File: config.mk
export PLATFORM = sky130hd
export DESIGN_NAME = operand_stage_flat
export DESIGN_NICKNAME = d
export VERILOG_FILES = /design/src/rtl/operand_stage_if.sv /design/src/rtl/operand_stage.sv /design/src/flat_wrapper.sv
export SDC_FILE = /design/constraint.sdc
export NUM_CORES = 1
export LEC_CHECK = 0
export BUFFER_PORTS_ARGS = -buffer_cell sky130_fd_sc_hd__clkbuf_2
export CAP_MARGIN = 20
export CORE_AREA = 2 2 126 128
export CTS_BUF_LIST = sky130_fd_sc_hd__clkbuf_8 sky130_fd_sc_hd__clkbuf_16
export DETAILED_ROUTE_END_ITERATION = 16
export DIE_AREA = 0 0 128 130
export GPL_TIMING_DRIVEN = 0
export PLACE_DENSITY = 0.72
export SYNTH_ARGS = -nofsm -noshare
export SYNTH_HDL_FRONTEND = slang
export SYNTH_SLANG_ARGS = --single-unit
File: constraint.sdc
create_clock -name clk -period 3.4 [get_ports clk]
set_input_delay 0.51 -clock clk [delete_from_list [all_inputs] [get_ports clk]]
set_output_delay 0.51 -clock clk [all_outputs]
set_load 0.005 [all_outputs]
File: src/rtl/operand_stage_if.sv
// rtl/operand_stage_if.sv - decode-to-execute operand stage signal bundle
interface operand_stage_if #(
    parameter int XLEN = 32
);
    logic            in_valid;
    logic            in_ready;
    logic [2:0]      instr_type;
    logic            shamt_used;
    logic            inc_pc;
    logic [4:0]      rs1;
    logic [4:0]      rs2;
    logic [XLEN-1:0] rs1_data;
    logic [XLEN-1:0] rs2_data;
    logic [XLEN-1:0] pc;
    logic [XLEN-1:0] imm;
    logic            ex_wr_en;
    logic            ex_is_load;
    logic [4:0]      ex_rd;
    logic [XLEN-1:0] ex_data;
    logic            mem_wr_en;
    logic [4:0]      mem_rd;
    logic [XLEN-1:0] mem_data;
    logic            flush;
    logic            out_valid;
    logic            out_ready;
    logic [XLEN-1:0] a;
    logic [XLEN-1:0] b;
    logic [XLEN-1:0] store_data;
    logic            hazard_stall;

    // Decode/execute environment side
    modport master (
        output in_valid, instr_type, shamt_used, inc_pc, rs1, rs2, rs1_data, rs2_data,
               pc, imm, ex_wr_en, ex_is_load, ex_rd, ex_data, mem_wr_en, mem_rd,
               mem_data, flush, out_ready,
        input  in_ready, out_valid, a, b, store_data, hazard_stall
    );

    // Operand stage side
    modport slave (
        input  in_valid, instr_type, shamt_used, inc_pc, rs1, rs2, rs1_data, rs2_data,
               pc, imm, ex_wr_en, ex_is_load, ex_rd, ex_data, mem_wr_en, mem_rd,
               mem_data, flush, out_ready,
        output in_ready, out_valid, a, b, store_data, hazard_stall
    );
endinterface

File: src/rtl/operand_stage.sv
// rtl/operand_stage.sv - registered ALU operand builder with forwarding and load-use stall
module operand_stage #(
    parameter int XLEN          = 32,
    parameter bit FWD_EN        = 1'b1,
    parameter bit LOAD_STALL_EN = 1'b1
) (
    input logic          clk,
    input logic          rst,
    operand_stage_if.slave bus
);
    localparam logic [2:0] T_R = 3'd0;
    localparam logic [2:0] T_I = 3'd1;
    localparam logic [2:0] T_S = 3'd2;
    localparam logic [2:0] T_B = 3'd3;
    localparam logic [2:0] T_U = 3'd4;
    localparam logic [2:0] T_J = 3'd5;

    localparam logic [XLEN-1:0] LINK_STEP = XLEN'(4);

    logic            valid_q;
    logic [XLEN-1:0] a_q, b_q, sd_q;
    logic [XLEN-1:0] r1, r2;
    logic [XLEN-1:0] a_d, b_d;
    logic            rs1_used, rs2_used;
    logic            load_hit, stall, ready, capture;

    // Resolve each source: EX result beats MEM result, x0 always reads the register file
    always_comb begin
        r1 = bus.rs1_data;
        r2 = bus.rs2_data;
        if (FWD_EN && bus.rs1 != 5'd0) begin
            if (bus.ex_wr_en && bus.ex_rd == bus.rs1)
                r1 = bus.ex_data;
            else if (bus.mem_wr_en && bus.mem_rd == bus.rs1)
                r1 = bus.mem_data;
        end
        if (FWD_EN && bus.rs2 != 5'd0) begin
            if (bus.ex_wr_en && bus.ex_rd == bus.rs2)
                r2 = bus.ex_data;
            else if (bus.mem_wr_en && bus.mem_rd == bus.rs2)
                r2 = bus.mem_data;
        end
    end

    // Which sources the instruction actually reads; rs2 as a shamt is not a register read
    always_comb begin
        rs1_used = (bus.instr_type == T_R) || (bus.instr_type == T_S) ||
                   (bus.instr_type == T_B) || (bus.instr_type == T_I && !bus.inc_pc);
        rs2_used = (bus.instr_type == T_R && !bus.shamt_used) ||
                   (bus.instr_type == T_S) || (bus.instr_type == T_B);
    end

    assign load_hit = bus.ex_wr_en && bus.ex_is_load && (bus.ex_rd != 5'd0) &&
                      ((rs1_used && bus.ex_rd == bus.rs1) || (rs2_used && bus.ex_rd == bus.rs2));
    assign stall    = LOAD_STALL_EN && bus.in_valid && load_hit;
    assign ready    = (!valid_q || bus.out_ready) && !stall;
    assign capture  = bus.in_valid && ready && !bus.flush;

    // Operand selection by instruction type; unknown types produce zero operands
    always_comb begin
        a_d = '0;
        b_d = '0;
        case (bus.instr_type)
            T_R: begin
                a_d = r1;
                b_d = bus.shamt_used ? XLEN'(bus.rs2) : r2;
            end
            T_I: begin
                a_d = bus.inc_pc ? bus.pc : r1;
                b_d = bus.inc_pc ? LINK_STEP : bus.imm;
            end
            T_S: begin
                a_d = r1;
                b_d = bus.imm;
            end
            T_B: begin
                a_d = r1;
                b_d = r2;
            end
            T_U: begin
                a_d = bus.inc_pc ? bus.pc : '0;
                b_d = bus.imm;
            end
            T_J: begin
                a_d = bus.pc;
                b_d = LINK_STEP;
            end
            default: begin
                a_d = '0;
                b_d = '0;
            end
        endcase
    end

    // Pipeline register: reset, then flush, then capture, then drain to a bubble
    always_ff @(posedge clk) begin
        if (rst) begin
            valid_q <= 1'b0;
            a_q     <= '0;
            b_q     <= '0;
            sd_q    <= '0;
        end else if (bus.flush) begin
            valid_q <= 1'b0;
        end else if (capture) begin
            valid_q <= 1'b1;
            a_q     <= a_d;
            b_q     <= b_d;
            sd_q    <= r2;
        end else if (valid_q && bus.out_ready) begin
            valid_q <= 1'b0;
        end
    end

    assign bus.in_ready     = ready;
    assign bus.hazard_stall = stall;
    assign bus.out_valid    = valid_q;
    assign bus.a            = a_q;
    assign bus.b            = b_q;
    assign bus.store_data   = sd_q;
endmodule

File: src/flat_wrapper.sv
// flat-port wrapper written by rule: the top's interface ports become plain ports
module operand_stage_flat 
#(
    parameter int XLEN          = 32,
    parameter bit FWD_EN        = 1'b1,
    parameter bit LOAD_STALL_EN = 1'b1
)
  (clk, rst, bus_in_valid, bus_instr_type, bus_shamt_used, bus_inc_pc, bus_rs1, bus_rs2, bus_rs1_data, bus_rs2_data, bus_pc, bus_imm, bus_ex_wr_en, bus_ex_is_load, bus_ex_rd, bus_ex_data, bus_mem_wr_en, bus_mem_rd, bus_mem_data, bus_flush, bus_out_ready, bus_in_ready, bus_out_valid, bus_a, bus_b, bus_store_data, bus_hazard_stall);
  operand_stage_if #(.XLEN(XLEN)) bus_i ();
  input logic clk;
  input logic rst;
  input wire logic [$bits(bus_i.in_valid)-1:0] bus_in_valid;
  input wire logic [$bits(bus_i.instr_type)-1:0] bus_instr_type;
  input wire logic [$bits(bus_i.shamt_used)-1:0] bus_shamt_used;
  input wire logic [$bits(bus_i.inc_pc)-1:0] bus_inc_pc;
  input wire logic [$bits(bus_i.rs1)-1:0] bus_rs1;
  input wire logic [$bits(bus_i.rs2)-1:0] bus_rs2;
  input wire logic [$bits(bus_i.rs1_data)-1:0] bus_rs1_data;
  input wire logic [$bits(bus_i.rs2_data)-1:0] bus_rs2_data;
  input wire logic [$bits(bus_i.pc)-1:0] bus_pc;
  input wire logic [$bits(bus_i.imm)-1:0] bus_imm;
  input wire logic [$bits(bus_i.ex_wr_en)-1:0] bus_ex_wr_en;
  input wire logic [$bits(bus_i.ex_is_load)-1:0] bus_ex_is_load;
  input wire logic [$bits(bus_i.ex_rd)-1:0] bus_ex_rd;
  input wire logic [$bits(bus_i.ex_data)-1:0] bus_ex_data;
  input wire logic [$bits(bus_i.mem_wr_en)-1:0] bus_mem_wr_en;
  input wire logic [$bits(bus_i.mem_rd)-1:0] bus_mem_rd;
  input wire logic [$bits(bus_i.mem_data)-1:0] bus_mem_data;
  input wire logic [$bits(bus_i.flush)-1:0] bus_flush;
  input wire logic [$bits(bus_i.out_ready)-1:0] bus_out_ready;
  output wire logic [$bits(bus_i.in_ready)-1:0] bus_in_ready;
  output wire logic [$bits(bus_i.out_valid)-1:0] bus_out_valid;
  output wire logic [$bits(bus_i.a)-1:0] bus_a;
  output wire logic [$bits(bus_i.b)-1:0] bus_b;
  output wire logic [$bits(bus_i.store_data)-1:0] bus_store_data;
  output wire logic [$bits(bus_i.hazard_stall)-1:0] bus_hazard_stall;
  assign bus_i.in_valid = bus_in_valid;
  assign bus_i.instr_type = bus_instr_type;
  assign bus_i.shamt_used = bus_shamt_used;
  assign bus_i.inc_pc = bus_inc_pc;
  assign bus_i.rs1 = bus_rs1;
  assign bus_i.rs2 = bus_rs2;
  assign bus_i.rs1_data = bus_rs1_data;
  assign bus_i.rs2_data = bus_rs2_data;
  assign bus_i.pc = bus_pc;
  assign bus_i.imm = bus_imm;
  assign bus_i.ex_wr_en = bus_ex_wr_en;
  assign bus_i.ex_is_load = bus_ex_is_load;
  assign bus_i.ex_rd = bus_ex_rd;
  assign bus_i.ex_data = bus_ex_data;
  assign bus_i.mem_wr_en = bus_mem_wr_en;
  assign bus_i.mem_rd = bus_mem_rd;
  assign bus_i.mem_data = bus_mem_data;
  assign bus_i.flush = bus_flush;
  assign bus_i.out_ready = bus_out_ready;
  assign bus_in_ready = bus_i.in_ready;
  assign bus_out_valid = bus_i.out_valid;
  assign bus_a = bus_i.a;
  assign bus_b = bus_i.b;
  assign bus_store_data = bus_i.store_data;
  assign bus_hazard_stall = bus_i.hazard_stall;
  operand_stage #(.XLEN(XLEN), .FWD_EN(FWD_EN), .LOAD_STALL_EN(LOAD_STALL_EN)) u_core (.clk(clk), .rst(rst), .bus(bus_i));
endmodule
==> results of run 1 <==
-- placed cells by master (no fill, tap or decap), types with 3 or more instances in the layout --
cell	Yosys	layout
a22o_1	64	64
or2_1	3	3
o22ai_1	65	65
a222oi_1	4	4
dfxtp_1	97	97
a41oi_1	32	32
o22a_1	32	32
xnor2_1	12	12
o221ai_1	63	63
clkbuf_2	0	322
clkbuf_16	0	9
nor2_1	6	6
o21ai_0	3	3
a2bb2oi_1	32	32
buf_2	13	14
clkbuf_1	62	62
xor2_1	8	8
a21oi_1	4	4
o211ai_1	5	5
buf_1	3	3
nand2_1	98	98
nand3_1	4	4
inv_1	66	66
nor3_1	35	35
-- power by group --
group | switching, uW | total (uW) | internal (uW)
logic | 383 | 670 | 287
clock network | 484 | 1080 | 594
registers | 31.1 | 1220 | 1190
-- state kept, by name, summed over array words and instances (netlist names) --
| register | count |
|---|---|
| u_core.bus.a | 32 |
| u_core.bus.b | 32 |
| u_core.bus.store_data | 32 |
| u_core.bus.out_valid | 1 |
-- final timing paths --
path,from,to,depth (start not counted)
min reg2reg,u_core.bus.store_data[9]$_SDFFE_PP0P_,u_core.bus.store_data[9]$_SDFFE_PP0P_,1
max,bus_rs1[3],u_core.bus.a[23]$_SDFFE_PP0P_,7
max reg2reg,u_core.bus.out_valid$_SDFFE_PP0P_,u_core.bus.a[10]$_SDFFE_PP0P_,7
min,bus_flush,u_core.bus.out_valid$_SDFFE_PP0P_,2
-- logic make-up (layout without fill, tap and decap cells) --
logic type      count (synthesis)  after routing  synth area share [%]
flops                          97             97                  32.5
compound gates                312            312                  42.6
simple gates                  163            163                  12.3
xor+xnor                       20             20                  2.93
buf+inv                       146            485                  9.57
-- metal layers --
metal / vias to the layer above / routed length, um
met5: - / 0
met4: 0 / 986
met3: 78 / 2630
met2: 516 / 12500
met1: 3648 / 11400
li1: 3550 / -
-- metrics by stage --
stage	power [uW]	setup WS, ns
after global routing	3070	0.513
after global placement	1900	0.312
after floorplan	1560	1.28
after detailed placement	1900	0.364
final	2970	0.659
after CTS	2970	0.725
-- layout make-up --
class | instances | share of cell area [%]
Multi-Input combinational cell | 495 | 42.5
Sequential cell | 97 | 23.9
Timing Repair Buffer | 323 | 19.9
Buffer | 80 | 3.98
Inverter | 66 | 3.05
Tap cell | 192 | 2.95
Clock buffer | 10 | 2.94
Clock inverter | 6 | 0.815
==> qor.csv, run 1 <==
metric,value,unit
finClkSkew,0.00470,ns
die_height,130,um
synth.ff_latch_count,97,
dpl-instance-area,7830,um2
setup.worst_path.class,primary input to flop,
cts_resized,0,
drive_above_1_share,33.5,%
utilization,52.7,%
routedWlPerCell,21.6,um
path_delay_family,simple AND/OR/NAND/NOR gates,
nFillCells,1588,
antenna_found_initial,0,
num_rows,46,
syn_nets,963,
synthCells,738,
grt_overflow,0,
finalCritPeriodShare,80.6,%
hold_viol,0,
clkTransAtPathRegs,0.07,ns
tritoncts.num_buffers,9,
synth_common_cells,"nand2_1 (98), dfxtp_1 (97), inv_1 (66)",
status,finished clean,
max_slew_margin,33.1,%
ctsLongestPathBuffers,2,
die_area,16600,um2
leakagePower,0.00357,uW
slowest_stage,nor2_1,
numClockSinks,97,
vias,7792,
grt_start_max_net_pins,17,
slew_viol_final,0,
postRouteAntennaNets,0,
whs,0.332,ns
die_w,128,um
rsz0062_at_grt,no,
cts-root-buf,clkbuf_16,
grt_util_met3,6.11,%
cp_max_fo,10,
grtUsageMet2,50.8,%
io_buffers,322,
synthMostInstantiatedCell,nand2_1,
required,3.62,ns
firstDrtPassIters,9,
avgSynthCellArea,8.09,um2
post_cts_buffers,0,
ys_seq_area_share,32.5,%
grt_pass1_vias,7441,
clkLatencyLatePin,0.35,ns
power_density,365,nW/um2
synth_edf_count,0,
worst-slew-pin-transition,0.998,ns
min_period,2.74,ns
cp_slowest_stage_delay,0.66,ns
grt-busiest-layer,met2,
place.gp.congestion,0.900,
fin_nets,1297,
seqCellArea,1940,um2
synth_top_cell_by_area,dfxtp_1,
synth_top_area_share,32.5,%
timing.fmax,0.365,GHz
start_kind,primary input,
critPathCaptureType,flop,
drc,0,
ys_async_sr_fraction,0,%
ir_worst_vdd,0.225,mV
dp_hpwl,20800,um
start_util,38.7,%
yosys.cell_types.count,43,
cap_violations,0,
cp_cell_sequence,clkbuf_2 > or4_1 > nor2_1 > a21oi_1 > clkbuf_1 > o22ai_1 > o221ai_1,
ys_warn_count,0,
synth_ff_type,dfxtp_1,
finalSetupViolations,0,
fin_area,8130,um2
syn_area,5970,um2
fp.coreArea,15400,um2
multi_input_area,3460,um2
crit_buf_inv,2,
pin_count,324,
hold_path.class,primary input to flop,
final_cells,1269,
r2r_slack,0.69,ns
drt_iter0_drc,771,
syn_to_final_growth,36.2,%
cts-htree-levels,3,
cts_hold_buf,0,
vias_per_cell,6.14,
track_usage,31.7,%
critPathArrivalTime,2.96,ns
tns,0,ns
totalWireLength,27500,um
placed_cells,1253,
grt_pass1_wl,40600,um
synth_area_leaders,"dfxtp_1 (33%), a22o_1 (9.4%), o221ai_1 (9.2%), o22ai_1 (6.8%), nand2_1 (6.2%)",
grt_use_met1,41.8,%
cts_tree,done,
antenna_cells,0,
No activity file was read; power rests on OpenSTA's default activity.
==> inputs of run 2 (changes only) <==
--- a/config.mk
+++ b/config.mk
@@ -5,14 +5,14 @@
 export SDC_FILE = /design/constraint.sdc
 export NUM_CORES = 1
 export LEC_CHECK = 0
+export ABC_AREA = 1
 export BUFFER_PORTS_ARGS = -buffer_cell sky130_fd_sc_hd__clkbuf_2
 export CAP_MARGIN = 20
-export CORE_AREA = 2 2 126 128
+export CORE_UTILIZATION = 40
 export CTS_BUF_LIST = sky130_fd_sc_hd__clkbuf_8 sky130_fd_sc_hd__clkbuf_16
 export DETAILED_ROUTE_END_ITERATION = 16
-export DIE_AREA = 0 0 128 130
 export GPL_TIMING_DRIVEN = 0
-export PLACE_DENSITY = 0.72
+export PLACE_DENSITY = 0.73
 export SYNTH_ARGS = -nofsm -noshare
 export SYNTH_HDL_FRONTEND = slang
 export SYNTH_SLANG_ARGS = --single-unit
==> constraint.sdc (replaced) <==
create_clock -name clk -period 2.3 [get_ports clk]
set_input_delay 0.345 -clock clk [delete_from_list [all_inputs] [get_ports clk]]
set_output_delay 0.345 -clock clk [all_outputs]
set_load 0.005 [all_outputs]
==> run 2 against run 1 <==
Effect of this change: synthesized area up 17%; flip-flop and latch count unchanged; worst hold slack worse by 0.13 ns; clock-buffer cell count down 1; synthesized cell count up 73%; clock power up 56%; utilization up 0.81 points; cell count up 45%; largest cell class unchanged; routed wire length up 5.9%; sequential power up 48%; die area up 8.6%; setup slack worse by 0.55 ns.
==> qor.csv, run 2 <==
metric,value,unit
cp_max_fo,10,
ys_seq_area_share,27.7,%
vias_per_cell,5.13,
finClkSkew,0.00805,ns
cts-htree-levels,3,
cts_tree,done,
combPwrFrac,24.7,%
nFillCells,1877,
critPathCaptureType,flop,
antenna_cells,0,
slew_viol_final,0,
postRouteAntennaNets,0,
multi_input_area,4180,um2
die_height,134,um
num_rows,48,
drt_iter0_drc,867,
start_util,40.7,%
swShare,35.6,%
crit_top_cell,nand2_1,
synth_area_leaders,"nand2_1 (28%), dfxtp_1 (28%), nand3_1 (14%), a21oi_1 (7.0%), inv_1 (6.7%)",
synth_edf_count,0,
synthMostInstantiatedCell,nand2_1,
cts_resized,0,
synth_top_area_share,28.1,%
vias,9432,
avgSynthCellArea,5.50,um2
totalWireLength,29100,um
ctsLongestPathBuffers,2,
clkLatencyLatePin,0.37,ns
grt_pass1_wl,44200,um
finalCritPeriodShare,95.4,%
grt_pass1_vias,8520,
internal_power,2980,uW
fin_nets,1834,
rsz0062_at_grt,no,
pin_count,324,
power.share.sequential,39.1,%
status,finished clean,
routedWlPerCell,15.8,um
worst-slew-pin-transition,0.838,ns
p_switching,1650,uW
finalSetupViolations,0,
min_period,2.19,ns
critPathArrivalTime,2.48,ns
cap_violations,0,
die_area,18100,um2
fp.coreArea,17200,um2
syn_to_final_growth,31.6,%
place.gp.congestion,0.964,
final_cell_mix,"nand2_1 (526), clkbuf_2 (323), nand3_1 (201)",
post_cts_buffers,0,
power.total,4630,uW
synth_top_cell_by_area,nand2_1,
clkPwrFrac,36.2,%
utilization,53.5,%
synthCells,1275,
timing.fmax,0.456,GHz
yosys.cell_types.count,25,
final_cells,1839,
cp_slowest_stage_delay,0.34,ns
cts-root-buf,clkbuf_16,
r2r_slack,0.64,ns
hold_path.class,primary input to flop,
track_usage,31.5,%
ir_worst_vdd,0.337,mV
ys_async_sr_fraction,0,%
seqCellArea,1940,um2
tritoncts.num_buffers,9,
hold_viol,0,
synth.ff_latch_count,97,
grt_start_max_net_pins,22,
syn_nets,1500,
syn_area,7010,um2
required,2.59,ns
power_density,502,nW/um2
ys_warn_count,0,
clkTransAtPathRegs,0.09,ns
numClockSinks,97,
antenna_found_initial,0,
whs,0.197,ns
leakagePower,0.00537,uW
drive_above_1_share,24.2,%
cts_hold_buf,0,
slowest_stage,nor2_4,
max_slew_margin,44.2,%
cp_cell_sequence,clkbuf_2 > inv_1 > nand2_1 > nand2_1 > nand2_1 > nand4_1 > nand2_1 > nand2_1 > nand4_4 > nor2_4 > buf_2 > nand2_1 > a21oi_1,
synth_common_cells,"nand2_1 (526), nand3_1 (201), inv_1 (126)",
grt_overflow,0,
drc,0,
dp_hpwl,23100,um
setup.worst_path.class,primary input to flop,
start_kind,primary input,
die_w,134,um
final_common_cell,nand2_1,
io_buffers,323,
synth_ff_type,dfxtp_1,
firstDrtPassIters,6,
placed_cells,1823,
tns,0,ns
run 2: path summary, 6_finish.rpt:
path,from,to,cells past startpoint
worst max-delay path,bus_instr_type[1],u_core.bus.a[3]$_SDFFE_PP0P_,13
worst min-delay path,bus_flush,u_core.bus.out_valid$_SDFFE_PP0P_,2
worst max register to register,u_core.bus.out_valid$_SDFFE_PP0P_,u_core.bus.a[3]$_SDFFE_PP0P_,6
worst min register to register,u_core.bus.b[0]$_SDFFE_PP0P_,u_core.bus.b[0]$_SDFFE_PP0P_,2
run 2: per-layer routing:
metal | wire length, um | global-route usage [%] | vias up
met5 | 0 | 0 | -
met4 | 797 | 12.4 | 0
met3 | 2790 | 6.58 | 54
met2 | 13400 | 52.5 | 487
met1 | 12100 | 39.6 | 4158
li1 | - | - | 4733
run 2: kinds of logic (layout without fill, tap and decap cells):
logic type             after synthesis  in the layout  share of synthesized area [%]
AO/OA/AOI/OAI                      140            140                           10.3
XOR/XNOR                             2              2                          0.250
buffers and inverters              219            558                           12.7
flip-flops                          97             97                           27.7
AND/OR/NAND/NOR                    817            817                           49.1
run 2: cell type report:
type | count | area share [%]
clock inverter | 7 | 0.990
inverter | 132 | 5.37
clock buffer | 9 | 2.44
multi-input combinational | 959 | 45.3
timing repair buffer | 323 | 17.5
tap | 225 | 3.05
sequential | 97 | 21.0
buffer | 87 | 4.26
run 2: metrics by stage:
| step | area (um2) | setup WS (ns) |
|---|---|---|
| 2_1_floorplan | 7010 | 0.661 |
| 3_3_place_gp | 8910 | -0.145 |
| 3_5_place_dp | 8910 | -0.237 |
| 4_1_cts | 9230 | 0.129 |
| 5_1_grt | 9230 | 0.0111 |
| 6_report | 9230 | 0.105 |
run 2: power by group through the flow:
stage | clock network, uW | logic [uW] | registers [uW]
after detailed placement | 0 | 1130 | 1850
final | 1680 | 1140 | 1810
after floorplan | 0 | 597 | 1850
after global placement | 0 | 1120 | 1840
after global routing | 1750 | 1270 | 1820
after CTS | 1690 | 1130 | 1810
run 2: worst max-delay path, delay by kind of cell:
family                 cells  cell delay, ns
buffers and inverters      3            0.48
and+or+nand+nor            9            1.49
AOI/OAI and AO/OA          1            0.14
==> inputs of run 3 (changes only) <==
--- a/config.mk
+++ b/config.mk
@@ -8,6 +8,7 @@
 export ABC_AREA = 1
 export BUFFER_PORTS_ARGS = -buffer_cell sky130_fd_sc_hd__clkbuf_2
 export CAP_MARGIN = 20
+export CORE_MARGIN = 2
 export CORE_UTILIZATION = 40
 export CTS_BUF_LIST = sky130_fd_sc_hd__clkbuf_8 sky130_fd_sc_hd__clkbuf_16
 export DETAILED_ROUTE_END_ITERATION = 16
==> run 3 against run 2 <==
Effect of this change: clock-buffer cell count stayed put; critical path depth stayed put; via count is 1.4% lower; total power is 2.1% lower; utilization is 0.11 points higher; flip-flop and latch count stayed put.
==> qor.csv, run 3 (same netlist as run 2, synthesis figures left out) <==
metric,value,unit
status,finished clean,
drive_above_1_share,24.5,%
antenna_found_initial,0,
internal_power,2960,uW
leakagePower,0.00538,uW
r2r-end,u_core.bus.a[23]$_SDFFE_PP0P_,
crit_top_cell,nand2_1,
required,2.53,ns
syn_to_final_growth,31.8,%
combPwrFrac,25.4,%
hold_end,u_core.bus.out_valid$_SDFFE_PP0P_,
dpl-instance-area,8910,um2
finClkSkew,0.00686,ns
routedWlPerCell,15.8,um
start_util,40.7,%
die_w,136,um
final_cells,1843,
grt_overflow,0,
nFillCells,1861,
min_period,2.12,ns
fp.coreArea,17200,um2
hold_depth,2,
grt_pass1_wl,43500,um
vias,9302,
dp_hpwl,23300,um
grt_pass1_vias,8504,
ctsLongestPathBuffers,2,
min-delay-start,bus_flush,
power_density,490,nW/um2
drc,0,
worst-slew-pin-transition,0.870,ns
cts_tree,done,
postRouteAntennaNets,0,
multi_input_area,4190,um2
slowest_stage,nor2_1,
power.share.sequential,39.9,%
power.total,4530,uW
totalWireLength,29100,um
drt_iter0_drc,609,
clkTransAtPathRegs,0.08,ns
preCtsSetupSlack,-0.312,ns
cts-htree-levels,3,
firstDrtPassIters,7,
slew_viol_final,0,
start_kind,primary input,
cts-root-buf,clkbuf_16,
numClockSinks,97,
cts_hold_buf,0,
hold_viol,0,
fin_nets,1838,
rsz0062_at_grt,no,
num_rows,48,
pin_count,324,
tritoncts.num_buffers,9,
vias_per_cell,5.05,
max_slew_margin,42.0,%
reg2reg_depth,6,
finalSetupViolations,0,
seqCellArea,1940,um2
clkLatencyLatePin,0.36,ns
final_cell_mix,"nand2_1 (525), clkbuf_2 (323), nand3_1 (201)",
critPathArrivalTime,2.35,ns
cp_slowest_stage_delay,0.43,ns
r2r_slack,0.75,ns
finalCritPeriodShare,92.3,%
fin_area,9250,um2
cp_cell_sequence,clkbuf_2 > inv_2 > nand2_1 > nand2_1 > nor2_1 > clkbuf_1 > nand4_1 > nand2_1 > nand3_1 > nand3_1 > nand2_1 > nand2_1 > a21oi_1,
place.gp.congestion,0.933,
cap_violations,0,
final_common_cell,nand2_1,
setup_slack,0.178,ns
die_height,136,um
hold_path.class,primary input to flop,
placed_cells,1823,
cp_max_fo,10,
die_area,18600,um2
grt_start_max_net_pins,20,
setup.worst_path.class,primary input to flop,
critPathCaptureType,flop,
r2r_start,u_core.bus.out_valid$_SDFFE_PP0P_,
swShare,34.7,%
timing.fmax,0.471,GHz
ir_worst_vdd,0.372,mV
io_buffers,323,
whs,0.164,ns
clkPwrFrac,34.7,%
track_usage,30.5,%
p_switching,1570,uW
antenna_cells,0,
[run 3: cell count changes in the layout (fill, tap and decap cells not counted), sizes merged]
| cell | change |
|---|---|
| inv | -1 |
| buf | +3 |
| clkinvlp | +1 |
| clkbuf | +1 |
[run 3: area by class of cell]
class / instances / area share, %
repair buffers: 327 / 17.8
clock buffers: 9 / 2.44
flip-flops and latches: 97 / 21.0
well taps: 225 / 3.04
plain buffers: 87 / 4.28
multi-input cells: 959 / 45.3
inverters: 132 / 5.36
clock inverters: 7 / 0.758
[run 3: stage by stage]
stage,util (%),TNS (ns)
after floorplan,-,0
after global placement,51.7,-13.87
after detailed placement,51.7,-16.86
after CTS,53.4,0
after global routing,53.7,0
final,53.7,0
[run 3: timing repair]
| action | in CTS | in global routing |
|---|---|---|
| gates resized for setup | 0 | 3 |
| setup endpoints to repair | 0 | 32 |
| setup buffers | 0 | 4 |
[run 3: worst max path at each step]
stage | startpoint | to | slack, ns | cells after the start
final | bus_rs2[3] | u_core.bus.b[18]$_SDFFE_PP0P_ | 0.18 | 13
after floorplan | bus_rs2[0] | u_core.bus.store_data[13]$_SDFFE_PP0P_ | 0.66 | 13
after global routing | bus_rs2[0] | bus_in_ready | 0.04 | 12
after global placement | bus_instr_type[1] | u_core.bus.a[23]$_SDFFE_PP0P_ | -0.26 | 13
after CTS | bus_instr_type[1] | u_core.bus.a[23]$_SDFFE_PP0P_ | 0.07 | 13
after detailed placement | bus_instr_type[1] | u_core.bus.a[23]$_SDFFE_PP0P_ | -0.31 | 13
[run 3: routing by layer]
metal  share of wire (%)  vias up  GRT usage (%)
met5                   0        -              0
met4                 2.8        0           11.3
met3                 9.9       50           8.28
met2                  46      436           50.5
met1                  42     4073           37.8
li1                    -     4743              -
[run 3: power by group through the flow]
stage,registers (uW),logic [uW],clock network [uW]
6_report,1810,1150,1570
5_1_grt,1820,1290,1640
3_3_place_gp,1840,1120,0
4_1_cts,1810,1130,1580
2_1_floorplan,1850,597,0
3_5_place_dp,1850,1130,0
[run 3: worst max-delay path, delay by kind of cell]
kind	cells	cell delay, ns
AO/OA/AOI/OAI	1	0.06
buffers and inverters	3	0.66
AND/OR/NAND/NOR	9	1.28
